File: src/rtl/snn_pkg.sv
// snn_pkg: state type, default sizing and the round-robin pick function
// shared by the spiking-network step scheduler and its arbiter.
package snn_pkg;

  localparam int N_IN_DEFAULT        = 3;
  localparam int STEP_CYCLES_DEFAULT = 16;
  localparam int MAX_N_IN            = 16;

  typedef enum logic [1:0] {IDLE, SAMPLE, DISPATCH, DONE} state_t;

  // First set bit strictly after ptr, wrapping modulo n; returns ptr when nothing is pending.
  function automatic logic [3:0] rr_next(input logic [MAX_N_IN-1:0] pending,
                                         input logic [3:0]          ptr,
                                         input int                  n);
    logic [3:0] grant;
    logic [3:0] idx;
    logic       found;
    grant = ptr;
    found = 1'b0;
    for (int k = 1; k <= MAX_N_IN; k++) begin
      idx = 4'((int'(ptr) + k) % n);
      if (!found && (k <= n) && pending[idx]) begin
        grant = idx;
        found = 1'b1;
      end
    end
    return grant;
  endfunction

endpackage

File: src/rtl/snn_rr_arbiter.sv
// snn_rr_arbiter: combinational round-robin picker; grants the first pending
// neuron strictly after the last-served pointer.
module snn_rr_arbiter
  import snn_pkg::*;
#(
  parameter int N_IN = N_IN_DEFAULT,
  parameter int IDW  = $clog2(N_IN)
) (
  input  logic [N_IN-1:0] pending,
  input  logic [IDW-1:0]  ptr,
  output logic [IDW-1:0]  grant_id,
  output logic            grant_any
);

  assign grant_id  = IDW'(rr_next(MAX_N_IN'(pending), 4'(ptr), N_IN));
  assign grant_any = |pending;

endmodule

File: src/rtl/snn_step_scheduler.sv
// snn_step_scheduler: slices the clock into time steps, captures spike_in at each
// step boundary and serialises the spikes round-robin onto one valid/ready port.
// Optional macro SNN_STEP_SPIKE_COUNT_EN adds step_count (popcount of each capture).
module snn_step_scheduler
  import snn_pkg::*;
#(
  parameter int N_IN        = N_IN_DEFAULT,
  parameter int STEP_CYCLES = STEP_CYCLES_DEFAULT,
  parameter int IDW         = $clog2(N_IN)
) (
  input  logic            clk,
  input  logic            rst,
  input  logic            enable,
  input  logic [N_IN-1:0] spike_in,
  output logic            ev_valid,
  output logic [IDW-1:0]  ev_id,
  input  logic            ev_ready,
  output logic            step_tick,
  output logic            step_done,
  output logic            busy,
  output logic            overrun
`ifdef SNN_STEP_SPIKE_COUNT_EN
  ,
  output logic [IDW:0]    step_count
`endif
);

  localparam int             CW        = $clog2(STEP_CYCLES);
  localparam logic [CW-1:0]  CNT_LAST  = CW'(STEP_CYCLES - 1);
  localparam logic [IDW-1:0] PTR_RESET = IDW'(N_IN - 1);

  state_t          state;
  state_t          state_nxt;
  logic [CW-1:0]   step_cnt;
  logic [N_IN-1:0] pending;
  logic [N_IN-1:0] pending_clr;
  logic [IDW-1:0]  rr_ptr;
  logic [IDW-1:0]  grant_id;
  logic            grant_any;
  logic            handshake;
  logic            capture;

  snn_rr_arbiter #(
    .N_IN (N_IN),
    .IDW  (IDW)
  ) u_arb (
    .pending   (pending),
    .ptr       (rr_ptr),
    .grant_id  (grant_id),
    .grant_any (grant_any)
  );

  // Gated by rst so no tick is reported while reset is held.
  assign step_tick   = enable && !rst && (step_cnt == '0);
  assign capture     = (state == IDLE) && step_tick;
  assign busy        = |pending;
  assign handshake   = ev_valid && ev_ready;
  assign pending_clr = pending & ~(N_IN'(1) << grant_id);

  always_comb begin
    state_nxt = state;
    ev_valid  = 1'b0;
    ev_id     = '0;
    step_done = 1'b0;
    unique case (state)
      IDLE: begin
        if (step_tick) state_nxt = SAMPLE;
      end
      SAMPLE: begin
        state_nxt = (pending == '0) ? DONE : DISPATCH;
      end
      DISPATCH: begin
        ev_valid = grant_any;
        ev_id    = grant_id;
        if (!grant_any || (handshake && (pending_clr == '0))) state_nxt = DONE;
      end
      DONE: begin
        step_done = 1'b1;
        state_nxt = IDLE;
      end
      default: state_nxt = IDLE;
    endcase
  end

  // A tick outside IDLE only flags overrun; the sample is dropped and dispatch carries on.
  always_ff @(posedge clk) begin
    if (rst) begin
      state    <= IDLE;
      step_cnt <= '0;
      pending  <= '0;
      rr_ptr   <= PTR_RESET;
      overrun  <= 1'b0;
    end else begin
      state <= state_nxt;
      if (enable) step_cnt <= (step_cnt == CNT_LAST) ? '0 : step_cnt + CW'(1);
      if (capture) begin
        pending <= spike_in;
      end else if (handshake) begin
        pending <= pending_clr;
        rr_ptr  <= grant_id;
      end
      if (step_tick && (state != IDLE)) overrun <= 1'b1;
    end
  end

`ifdef SNN_STEP_SPIKE_COUNT_EN
  localparam int SCW = IDW + 1;

  always_ff @(posedge clk) begin
    if (rst) begin
      step_count <= '0;
    end else if (capture) begin
      step_count <= SCW'($countones(spike_in));
    end
  end
`endif

endmodule

File: config.mk
export PLATFORM = sky130hd
export DESIGN_NAME = snn_step_scheduler
export DESIGN_NICKNAME = d
export VERILOG_FILES = /design/src/rtl/snn_pkg.sv /design/src/rtl/snn_rr_arbiter.sv /design/src/rtl/snn_step_scheduler.sv
export SDC_FILE = /design/constraint.sdc
export NUM_CORES = 1
export LEC_CHECK = 0
export ABC_AREA = 1
export BUFFER_PORTS_ARGS = -buffer_cell sky130_fd_sc_hd__buf_2
export CORE_MARGIN = 2
export CORE_UTILIZATION = 57
export CTS_CLUSTER_DIAMETER = 100
export DETAILED_ROUTE_END_ITERATION = 8
export PLACE_DENSITY = 0.79
export SLEW_MARGIN = 20
export SYNTH_ARGS = -nofsm -noshare
export SYNTH_HDL_FRONTEND = slang
export SYNTH_HIERARCHICAL = 1
export SYNTH_SLANG_ARGS = --single-unit
File: constraint.sdc
create_clock -name clk -period 2.9 [get_ports clk]
set_input_delay 0.29 -clock clk [delete_from_list [all_inputs] [get_ports clk]]
set_output_delay 0.29 -clock clk [all_outputs]
set_load 0.05 [all_outputs]
==> results.txt, run 1 <==
* Number of hold violations in the final report: 0
- Number of maximum-capacitance constraint violations: 0
- STA classifies the critical path endpoint as an output port.
- Maximum clock frequency: 375 MHz
- Port-buffer cells: 13
* Vertical die dimension: 48.3 um
- Pins over their slew limit: 0
* Placed cells: 215
* Leading cell type in the layout, fill and taps excluded: sky130_fd_sc_hd__nand2_1
- Entering global routing, the biggest net connects 11 pins.
- After layout, the worst setup slack is 0.232 ns.
* Number of standard cells in the layout, taps in and fillers out: 221
- For this run, the total global-route usage over all layers was measured as 0.214.
* Minimum clock period: 2.67 ns
- Of the cells placed in the final design, the portion with a size suffix greater than 1 is 0.222.
- The signal on the critical path passes through inv_1 > ha_2 > inv_2 > ha_1 > inv_1 > nor2_1 > nor2_2 > nor2_4 > nand2_4 > nand3_2 > nand2_1 > nor2_1 > nor2_2 > nand2_1 > inv_1 > buf_4.
- Share of synthesized area occupied by flip-flops and latches: 0.215
- Of all cell types, the one taking the most synthesized area is sky130_fd_sc_hd__dfxtp_1.
- The number of antenna violations at the first check in global routing is 0.
- The cell that appears most often on the critical path is sky130_fd_sc_hd__inv_1.
- Outcome: complete, no violations
- The first global-routing pass estimated 4.08 mm of wire.
- Post-synthesis sequential element count: 12
- Worst slew pin tran: 0.281 ns
* Final wirelength: 2.28 mm
- Synthesis produced 175 cells.
* Number of nets with antenna violations after detailed routing: 0
- Drt first pass iters: 4
- After detailed routing, the number of vias per cell comes to 5.01.
* Avg Inst Size Synth: 6.40 sq um
- Top cell type's share of synthesized area: 0.215
- The critical path contains buffers and inverters numbering 5 combined.
- The number of antenna diodes in the final layout is 0.
- DP Wirelength: 1.81 mm
* Clock H-tree levels: 1
- In the finished design, the share of the clock period the worst path needs comes to 0.920.
* Clock skew after layout: 0.00559 ns
* Gate family responsible for the most delay along the worst path: simple AND/OR/NAND/NOR gates
* Source-to-sink clock delay at the later pin of the worst-skew pair: 0.28 ns
- Startpoint types: flop
* Detailed-route via count: 1107
* Worst Hold Class: in -> reg
* Tightest slew margin relative to the limit: 0.812
- Clock tree from TritonCTS: yes
* Number of distinct library cells after synthesis: 24
* Number of buffers created by CTS: 3
- Setup violations remaining at the end of the flow were counted as 0.
* Root cell of the clock tree: sky130_fd_sc_hd__clkbuf_4
* Cell with the largest stage delay on the worst path: sky130_fd_sc_hd__dfxtp_2
- The congestion estimate from routability-driven global placement came to 0.867.
* Site row count: 16
- Power density relative to cell area: 509 mW/mm^2
- The via count of the first global-routing pass was 1079.
- The analysis attributes to cell leakage a power of 0.734 nW.
- Worst path required time: 2.61 ns
* Synthesis-to-layout area growth: 14.7%
* Setup Crit Path Kind: reg -> out
- Dividing the detail-routed wire length by the instance count gives 10.3 um.
- At the worst endpoint, the arrival time is 2.38 ns.
- For this run, the number of Yosys warnings is 6.
- Worst slack at placement: 0.199 ns
- Clock tree sinks: 12
- Clock-pin slew was measured on the worst setup and hold paths at 0.08 ns.
- Die X: 48.3 um
- The total area inside the core boundary comes to 0.00190 sq mm.
- In the routed design, unresolved DRC markers number 0.
- Post-layout nets: 217
- The floorplan step defined a die boundary enclosing 0.00234 sq mm.
- By area the synthesized netlist is led by sky130_fd_sc_hd__dfxtp_1 (21%), sky130_fd_sc_hd__ha_1 (17%), sky130_fd_sc_hd__nand2_1 (12%).
- CP max stage delay: 0.36 ns
- In this run, the number of DRC markers left after iteration 0 of detailed routing was 22.
- The clock passes through at most 2 buffers.
- Leaving out fill and tap cells, the most frequent cells in the layout are sky130_fd_sc_hd__nand2_1 (35), sky130_fd_sc_hd__inv_1 (31), sky130_fd_sc_hd__nand3_1 (25).
- The number of nets handed over by synthesis was 197.
- The worst-case IR drop observed on VDD is 0.000473 V.
- After global routing the overflow that remains totals 0.
- Hold timing on the final database bottoms out at a slack of 0.216 ns.
* Initial cell density of the core: 0.589
- 14 I/O pins were placed.
- Post-synthesis cell area: 0.00112 sq mm
- Maximum net fanout on the critical path: 7
-- registers in the layout, summed over array words and instances, names as in the netlist --
name,count
rr_ptr,2
state,2
pending,3
overrun,1
step_cnt,4
-- kinds of logic after synthesis --
kind of cell	share of synthesized area
DFF	0.215
and+or+nand+nor	0.407
adders and majority gates	0.168
buffers and inverters	0.128
AOI/OAI and AO/OA	0.0827
-- worst paths after layout --
kind,start,endpoint,slack [ns],cells after the start
setup / recovery,rr_ptr[0],ev_id[0],0.23,16
hold / removal,rst,rr_ptr[0],0.22,2
setup reg to reg,rr_ptr[0],state[0],0.26,20
hold reg to reg,overrun,overrun,0.47,1
-- metrics by stage --
step	instance area [sq um]	util	setup TNS (ns)	power, W
CTS	1260	0.661	0	0.000645
floorplan	1120	-	0	0.000447
detailed placement	1220	0.641	0	0.000507
global route	1280	0.676	-0.0259	0.000710
finish	1280	0.676	0	0.000654
global placement	1220	0.641	0	0.000496
-- worst reg2reg max path, stage by stage (launching register included) --
cell and delay, ns:
sky130_fd_sc_hd__dfxtp_2 0.36, sky130_fd_sc_hd__inv_1 0.13, sky130_fd_sc_hd__ha_2 0.23, sky130_fd_sc_hd__inv_2 0.04, sky130_fd_sc_hd__ha_1 0.26, sky130_fd_sc_hd__inv_1 0.03
sky130_fd_sc_hd__nor2_1 0.10, sky130_fd_sc_hd__nor2_2 0.06, sky130_fd_sc_hd__nor2_4 0.15, sky130_fd_sc_hd__nand2_4 0.08, sky130_fd_sc_hd__nand3_2 0.10, sky130_fd_sc_hd__nand2_1 0.06
sky130_fd_sc_hd__nor2_1 0.13, sky130_fd_sc_hd__nor2_2 0.08, sky130_fd_sc_hd__buf_4 0.13, sky130_fd_sc_hd__a21oi_1 0.18, sky130_fd_sc_hd__nor2_1 0.06, sky130_fd_sc_hd__nand2_1 0.07
sky130_fd_sc_hd__nand2_2 0.08, sky130_fd_sc_hd__a21oi_1 0.14, sky130_fd_sc_hd__nor2_1 0.06
-- report_power, final --
group	total [W]	switching [W]	leakage [nW]	internal (W)
logic	0.000312	0.000206	0.615	0.000106
clock network	0.000133	0.0000566	0.0210	0.0000764
registers	0.000209	0.0000241	0.0980	0.000184
-- metal layers --
layer / wire, um / up-vias / track usage
met1: 969 / 499 / 0.234
li1: - / 582 / -
met4: 41 / 0 / 0.0762
met3: 52 / 5 / 0.0123
met2: 1220 / 21 / 0.428
met5: 0 / - / 0
-- repair_timing --
item | in CTS | in global routing
setup buffers | 0 | 2
setup endpoints to repair | 1 | 4
hold endpoints to repair | 0 | 0
hold buffers | 0 | 0
pin swaps | 0 | 2
gates resized for setup | 1 | 8
-- cell type report --
class	count	area, sq um
inverters	38	144
flip-flops and latches	12	243
clock buffers	4	36.3
repair buffers	15	85.1
multi-input cells	125	743
well taps	27	33.8
fillers	160	617
-- cell usage after synthesis, drive strengths merged --
library cell  number
nand4              1
nor3               2
inv               36
nand3             27
o21a               1
a21boi             1
dfxtp             12
o211ai             1
a21oi             10
nand2             40
clkinv             2
ha                15
nor2              21
nand3b             2
o21ai              4
No activity file was read; power rests on OpenSTA's default activity.
==> run 2: changes to the inputs <==
RECOVER_POWER = 100   (was unset)
==> run 2 against run 1 <==
  * Critical path depth stayed put
  * Flip-flop and latch count stayed put
  * First-iteration DRC count is 9.1% lower
  * Setup slack better by 0.0040 ns
  * Utilization is 0.46 points lower
  * Final cell count stayed put
  * Total power is 0.44% lower
  * Via count is 0.72% lower
  * Hold slack worse by 0.013 ns
  * Wire length is 0.48% lower
==> results.txt, run 2 (synthesis gave the netlist of run 1 again) <==
- The flow ran to the end, and the final reports show no timing, DRC or antenna violations.
- Number of antenna violations at the first check in global routing: 0 (unchanged)
- Most frequent cell on the critical path: sky130_fd_sc_hd__inv_1
* N_diodes: 0 (unchanged)
- Number of hold violations in the final report: 0 (unchanged)
* Signal arrival time at the worst endpoint: 2.37 ns (about the same)
* Maximum clock frequency: 375 MHz (+0.15%)
- The number of input and output port buffers inserted came to 13 (unchanged).
- Initial cell density of the core: 0.589 (unchanged)
- In this run the critical register-to-register path is captured at state[0].
- The worst setup path is of the reg -> out kind.
* Register clock-pin slew on the reported worst setup and hold paths: 0.08 ns (about the same)
- The number of core rows was 16 (unchanged).
* Final estimated routing congestion in global placement: 0.867 (unchanged)
- The overall via count from detail_route was 1099 (-0.72%).
* Cell breakdown of the critical path: inv_1 > ha_2 > inv_2 > ha_1 > inv_1 > nor2_1 > nor2_2 > nor2_4 > nand2_4 > nand3_2 > nand2_1 > nor2_1 > nor2_2 > nand2_1 > inv_1 > buf_4
* Minimum setup slack among reg-to-reg paths: 0.27 ns (about the same)
- Wire length the detailed router placed on met1: 958 um (-1.1%)
- Number of nets with antenna violations after detailed routing: 0 (unchanged)
- DIE AREA: 0.00234 sq mm (unchanged)
- The logic depth of the worst path, buffers included is 16 (unchanged).
- Met3 WL: 46 um (-12%)
* Total grt overflow: 0 (unchanged)
* Worst path bufs/invs: 5 (unchanged)
- The worst supply voltage drop on vdd was 0.000472 V (-0.14%).
- Clock H-tree levels: 1 (unchanged)
- Fraction of the cycle the final worst path needs: 0.919 (-0.00139)
- Clock skew after layout: 0.00556 ns (-0.0000302 ns)
* Leading cell type in the layout, fill and taps excluded: sky130_fd_sc_hd__nand2_1
- Tightest slew margin relative to the limit: 0.603 (-0.208)
- The wire length after detailed routing came to 2.27 mm (-0.48%).
- On the critical path the largest part of the delay comes from simple AND/OR/NAND/NOR gates.
- Number of primary I/O pins: 14 (unchanged)
* DP Wirelength: 1.81 mm (unchanged)
- The number of remaining DRC errors came to 0 (unchanged).
- Filler instances: 165 (+3.1%)
- Vias per cell: 4.97 (-0.72%)
- Power density relative to cell area: 510 mW/mm^2 (+0.24%)
- Most flop-heavy register: step_cnt
* Quantity of hold-fixing buffers added after cts: 0 (unchanged)
- Register Area: 243 sq um (unchanged)
* Post-layout util: 0.671 (-0.00460)
- Wire length per cell after detailed routing: 10.3 um (-0.48%)
* Capture point of the worst path: ev_id[0]
- The global-route wire length before repair came to 4.08 mm (unchanged).
- The peak fanout along the critical path was 7 (unchanged).
- Die X: 48.3 um (unchanged)
* Final Power: 0.000651 W (-0.44%)
- Placed cells: 215 (unchanged)
* Core area: 0.00190 sq mm (unchanged)
* Number of maximum-capacitance constraint violations: 0 (unchanged)
* Largest register FFs: 4 (unchanged)
- Crit path setup slack, layout: 0.236 ns (+0.00403 ns)
- Pins over their slew limit: 0 (unchanged)
- CP Capture Type: output port
* Gr usage total: 0.214 (unchanged)
- The summed area of non-filler cells in the final layout came to 0.00128 sq mm (-0.68%).
- The area taken by multi-input logic gates came to 741 sq um (-0.34%).
- Leaving out fill and tap cells, the most frequent cells in the layout are sky130_fd_sc_hd__nand2_1 (35), sky130_fd_sc_hd__inv_1 (31), sky130_fd_sc_hd__nand3_1 (25).
- DR top layer: met4
* Worst slack at placement: 0.199 ns (unchanged)
- The total setup violations reported at the end of the flow came to 0 (unchanged).
* Cell with the largest stage delay on the worst path: sky130_fd_sc_hd__dfxtp_2
- Number of standard cells in the layout, taps in and fillers out: 221 (unchanged)
* CP max stage delay: 0.36 ns (about the same)
- Clock tree from TritonCTS: yes
* Start point of the critical path: rr_ptr[0]
- The length of routed met2 wiring came to 1.22 mm (+0.58%).
* Post-layout nets: 217 (unchanged)
- The total iterations of the first detailed-routing run came to 4 (unchanged).
* Share of final-layout standard cells stronger than drive strength 1: 0.191 (-0.0309)
- Number of buffers created by CTS: 3 (unchanged)
- The tree is rooted in a sky130_fd_sc_hd__clkbuf_4.
- The number of DRC markers in iteration 0 is 20 (-9.1%).
* Area post-placement: 0.00122 sq mm (unchanged)
- Worst path required time: 2.61 ns (about the same)
- The total leakage power is 0.713 nW (-2.8%).
- The via count of the first global-routing pass came to 1079 (unchanged).
- The largest registers in the layout are step_cnt: 4 flops, pending: 3 flops.
- The later-pin clock latency in the skew report came to 0.28 ns (about the same).
- Startpoint types: flop
* Worst-case reg-to-reg path depth: 20 (unchanged)
* Largest net degree at the start of global routing: 11 (unchanged)
- Relative to the synthesized area, the layout overhead comes to 14.0%.
- The shortest clock period the worst path allows after layout is 2.66 ns (-0.00403 ns).
- The path class of the tightest hold or removal check is in -> reg.
- Worst slew pin tran: 0.598 ns (+0.317 ns)
* Clock tree sinks: 12 (unchanged)
- The vertical extent of the die was 48.3 um (unchanged).
* Clk buf depth: 2 (unchanged)
* Launch point of the worst reg-to-reg path: rr_ptr[0]
## run 2: cell count changes in the layout (fill, tap and decap cells not counted), sizes merged
cell,delta
buf,-5
clkbuf,+5
## run 2: worst min path at each step
stage | slack, ns | start | endpoint | depth (start not counted)
6_report | 0.20 | rst | rr_ptr[0] | 2
5_1_grt | 0.22 | rst | rr_ptr[0] | 2
4_1_cts | 0.22 | rst | rr_ptr[0] | 2
3_5_place_dp | 0.46 | overrun | overrun | 1
3_3_place_gp | 0.45 | overrun | overrun | 1
2_1_floorplan | 0.36 | rst | rr_ptr[0] | 1
## run 2: report_power, final
group	leakage [nW]	switching, W	internal, W
Clock	0.0210	0.0000566	0.0000764
Sequential	0.0980	0.0000240	0.000184
Combinational	0.594	0.000205	0.000104
## run 2: final cells by class
| cell class | instances | area share |
|---|---|---|
| clock buffer | 4 | 0.0284 |
| inverter | 38 | 0.113 |
| multi-input combinational | 125 | 0.580 |
| sequential | 12 | 0.190 |
| tap | 27 | 0.0265 |
| timing repair buffer | 15 | 0.0618 |
## run 2: repair_timing
action | CTS | global route
pin swaps | 0 | 2
buffers inserted | 0 | 2
endpoints found under the setup margin | 1 | 4
gates resized for setup | 1 | 8
## run 2: through the flow
stage          TNS, ns  hold WS [ns]
2_1_floorplan        0         0.359
3_3_place_gp         0         0.448
3_5_place_dp         0         0.457
4_1_cts              0         0.222
5_1_grt        -0.0259         0.221
6_report             0         0.202
## run 2: routing by layer
layer / vias to the layer above / global-route usage
met5: - / 0
met4: 0 / 0.0762
met3: 5 / 0.0123
met2: 17 / 0.428
met1: 495 / 0.234
li1: 582 / -
## run 2: worst reg2reg max path, cell delays in order, from the launching register on
cell	delay (ns)
sky130_fd_sc_hd__dfxtp_2	0.36
sky130_fd_sc_hd__inv_1	0.13
sky130_fd_sc_hd__ha_2	0.23
sky130_fd_sc_hd__inv_2	0.04
sky130_fd_sc_hd__ha_1	0.26
sky130_fd_sc_hd__inv_1	0.03
sky130_fd_sc_hd__nor2_1	0.10
sky130_fd_sc_hd__nor2_2	0.06
sky130_fd_sc_hd__nor2_4	0.15
sky130_fd_sc_hd__nand2_4	0.08
sky130_fd_sc_hd__nand3_2	0.10
sky130_fd_sc_hd__nand2_1	0.06
sky130_fd_sc_hd__nor2_1	0.13
sky130_fd_sc_hd__nor2_2	0.08
sky130_fd_sc_hd__buf_4	0.13
sky130_fd_sc_hd__a21oi_1	0.17
sky130_fd_sc_hd__nor2_1	0.06
sky130_fd_sc_hd__nand2_1	0.07
sky130_fd_sc_hd__nand2_2	0.08
sky130_fd_sc_hd__a21oi_1	0.14
sky130_fd_sc_hd__nor2_1	0.06
==> run 3: changes to the inputs <==
ABC_AREA = unset   (was 1)
CORE_ASPECT_RATIO = 1.2   (was unset)
==> run 3 against run 2 <==
  * Global-route usage increased by 1.6 points
  * Count of clock-buffer cells in the layout stayed put
  * Sequential power is essentially flat
  * Total power fell by 9.4%
  * Wire length rose by 2.8%
  * Die area decreased by 2.1%
  * Non-clock buffer count up 4
  * Utilization up 4.9 points
  * Flip-flop and latch count stayed put
  * Fmax down 3.8%
  * Via count shrank 10%
  * Clock skew is 0.0016 ns lower
==> results.txt, run 3 <==
* Leading cell type in the layout, fill and taps excluded: sky130_fd_sc_hd__nand2_1
* Site row count: 17 (+1)
- The commonest cells after synthesis are sky130_fd_sc_hd__ha_1 (15), sky130_fd_sc_hd__inv_1 (15), sky130_fd_sc_hd__nand2_1 (15).
- The number of H-tree levels came to 1 (unchanged).
* Vias per cell: 5.85 (+18%)
* Unrepaired setup endpoints after global routing: no
- STA classifies the critical path endpoint as an output port.
- The post-synthesis net count is 152 (-23%).
- Placed cells: 164 (-24%)
- In this run the clock root is driven by a sky130_fd_sc_hd__clkbuf_4.
* Worst slew pin tran: 0.643 ns (+0.0454 ns)
* Most area-hungry cell type in the Yosys netlist: sky130_fd_sc_hd__dfxtp_1
* Setup Crit Path Kind: reg -> out
* Signal arrival time at the worst endpoint: 2.48 ns (+0.11 ns)
- The detailed placement HPWL was 1.78 mm (-1.9%).
- The count of antenna-violating nets left after detailed routing came to 0 (unchanged).
- The number of instances in the synthesized netlist is 130 (-26%).
- Destination of the worst hold path: pending[1]
- Launch point of the worst reg-to-reg path: rr_ptr[0]
* Pins over their slew limit: 0 (unchanged)
* Minimum setup slack among reg-to-reg paths: 0.15 ns (-0.12 ns)
- Worst path required time: 2.61 ns (about the same)
- Port-buffer cells: 13 (unchanged)
- In this run the most critical hold path is launched from spike_in[1].
- The endpoint identified for the worst register-to-register timing path is state[1].
- Power density relative to cell area: 448 mW/mm^2 (-12%)
* Static power due to leakage: 0.634 nW (-11%)
- The logic depth of the worst register-to-register path was 12 (-40%).
- The number of filler instances in the final layout came to 160 (-3.0%).
- The final design utilization is 0.720 (+0.0485).
* Global-route met2 utilization: 0.409 (-0.0189)
* Vertical die dimension: 52.0 um (+7.6%)
- The total power consumption of the routed design came to 0.000590 W (-9.4%).
- The antenna cell count is 0 (unchanged).
- Met1 usage in global routing: 0.262 (+0.0273)
- Number of maximum-capacitance constraint violations: 0 (unchanged)
- Final wirelength: 2.33 mm (+2.8%)
- The post-synthesis async set-or-reset flop share is 0 (unchanged).
- Largest register FFs: 4 (unchanged)
* Met3 track demand over resource: 0.0139 (+0.00154)
- Quantity of hold-fixing buffers added after cts: 0 (unchanged)
* Core area: 0.00183 sq mm (-3.8%)
- The final estimated routing congestion in global placement was 0.918 (+5.9%).
- TritonCTS built the clock tree.
- Post-synthesis cell area: 0.00109 sq mm (-2.3%)
- Initial cell density of the core: 0.598 (+0.00900)
- Maximum clock frequency: 361 MHz (-3.8%)
- Most flop-heavy register: step_cnt
- Post-synthesis sequential element count: 12 (unchanged)
- Vias in the first global route: 943 (-13%)
- DR iter-0 viols: 9 (-55%)
* Post-layout nets: 173 (-20%)
* Startpoint types: flop
- The largest registers in the layout are step_cnt: 4 flops, pending: 3 flops.
* Minimum clock period: 2.77 ns (+0.105 ns)
- The hold violation total from the final report is 0 (unchanged).
- Clock tree sinks: 12 (unchanged)
- Number of buffers created by CTS: 3 (unchanged)
- Top cell type's share of synthesized area: 0.220 (+0.00515)
- Relative to the synthesized area, the layout overhead comes to 20.4%.
- Global route hottest layer: met2
- The non-filler instance count after layout was 169 (-24%).
- Wire length per cell after detailed routing: 13.8 um (+34%)
- Share of final-layout standard cells stronger than drive strength 1: 0.287 (+0.0959)
- The register clock-pin slew on the reported worst setup and hold paths was 0.07 ns (about the same).
- Clock skew after layout: 0.00395 ns (-0.00161 ns)
* Total number of yosys warnings: 6 (unchanged)
- Number of primary I/O pins: 14 (unchanged)
- Die X: 44.0 um (-9.0%)
* Detailed-route via count: 988 (-10%)
- The largest net degree at the start of global routing is 12 (+1).
- Avg Inst Size Synth: 8.41 sq um (+31%)
- Worst ir drop on vdd: 0.000347 V (-27%)
- Tightest slew margin relative to the limit: 0.565 (-0.0380)
- Fraction of the cycle the final worst path needs: 0.955 (+0.0361)
- Finish-stage setup viols: 0 (unchanged)
- Most frequently used flop master after synthesis: sky130_fd_sc_hd__dfxtp_1
* Commonest cells after routing, fill and taps aside: sky130_fd_sc_hd__nand2_1 (15), sky130_fd_sc_hd__inv_1 (13), sky130_fd_sc_hd__ha_1 (12)
- The proportion of synthesized chip area in sequential cells is 0.220 (+0.00515).
- Total grt overflow: 0 (unchanged)
- The number of flops mapped to enable cells by yosys is 0 (unchanged).
- Wire length of the first global-routing pass: 3.91 mm (-4.0%)
- The total iterations of the first detailed-routing run was 4 (unchanged).
- The run finished with clean final reports.
- Min-Delay Path Depth: 3 (+1)
- The overall die area is 0.00229 sq mm (-2.1%).
- The peak fanout along the critical path was 4 (-3).
* Main area contributors after synthesis: sky130_fd_sc_hd__dfxtp_1 (22%), sky130_fd_sc_hd__ha_1 (17%), sky130_fd_sc_hd__inv_1 (5.1%)
- Final routed DRC violation total: 0 (unchanged)
- Setup total negative slack: 0 ns (unchanged)
* Number of antenna violations at the first check in global routing: 0 (unchanged)
- Gr usage total: 0.229 (+0.0156)
- Number of distinct library cells after synthesis: 42 (+75%)
- The clock tree buffer depth was 2 (unchanged).
* Worst Hold Class: in -> reg
* Source-to-sink clock delay at the later pin of the worst-skew pair: 0.28 ns (about the same)
-- run 3: cell count changes in the layout (fill, tap and decap cells not counted), sizes merged, moves of 14 or more --
cell / delta
inv: -20
nor2: -14
nand2: -24
nand3: -22
-- run 3: timing repair --
item | in CTS | in global routing
hold endpoints to repair | 0 | 0
pin swaps | 0 | 2
setup buffers | 0 | 1
endpoints found under the setup margin | 4 | 4
gates resized for setup | 2 | 18
-- run 3: final cells by class --
cell class                      instances  area, sq um  area share
Multi-Input combinational cell         99          841       0.639
Sequential cell                        12          243       0.184
Timing Repair Buffer                   19          110      0.0837
Inverter                               16         62.6      0.0475
Clock buffer                            4         36.3      0.0276
Tap cell                               19         23.8      0.0181
-- run 3: per-stage QoR --
step	cell area, sq um	hold slack (ns)	setup WS, ns
after floorplan	1090	0.426	0.0724
after global placement	1200	0.444	0.115
after detailed placement	1200	0.455	0.0117
after CTS	1240	0.251	0.0225
after global routing	1320	0.263	0.00598
final	1320	0.253	0.131
-- run 3: routing by layer --
| layer | up-vias | routed length, um |
|---|---|---|
| li1 | 502 | - |
| met1 | 460 | 929 |
| met2 | 19 | 1290 |
| met3 | 7 | 56 |
| met4 | 0 | 56 |
| met5 | - | 0 |
-- run 3: where the power goes --
group | switching (W) | total, W | internal [W]
registers | 0.0000256 | 0.000208 | 0.000183
logic | 0.000149 | 0.000248 | 0.0000993
clock network | 0.0000568 | 0.000133 | 0.0000765
total | 0.000231 | 0.000590 | 0.000359
-- run 3: how the worst max path moves through the flow --
stage	startpoint	endpoint	slack, ns	cells after the start
2_1_floorplan	rr_ptr[1]	state[0]	0.07	11
3_3_place_gp	rr_ptr[1]	state[0]	0.11	10
3_5_place_dp	rr_ptr[1]	state[0]	0.01	10
4_1_cts	rr_ptr[0]	ev_id[0]	0.02	11
5_1_grt	rr_ptr[0]	state[1]	0.006	12
6_report	rr_ptr[0]	ev_id[0]	0.13	11
-- run 3: logic make-up after synthesis --
group,Yosys count,synth area share
DFF,12,0.220
buffers and inverters,19,0.0721
xor gates and xnor gates,1,0.00801
adders and majority gates,15,0.172
muxes,8,0.0847
and+or+nand+nor,44,0.214
AOI/OAI and AO/OA,31,0.230
-- run 3: worst max-delay path, stage by stage, from the launching register on --
cell and delay [ns]:
sky130_fd_sc_hd__dfxtp_2 0.34, sky130_fd_sc_hd__inv_4 0.08, sky130_fd_sc_hd__ha_2 0.20, sky130_fd_sc_hd__inv_1 0.06, sky130_fd_sc_hd__ha_1 0.27, sky130_fd_sc_hd__nand2b_1 0.06, sky130_fd_sc_hd__mux2i_2 0.21, sky130_fd_sc_hd__or3b_1 0.39
sky130_fd_sc_hd__o31ai_2 0.08, sky130_fd_sc_hd__buf_4 0.17, sky130_fd_sc_hd__and2_1 0.13, sky130_fd_sc_hd__buf_4 0.20
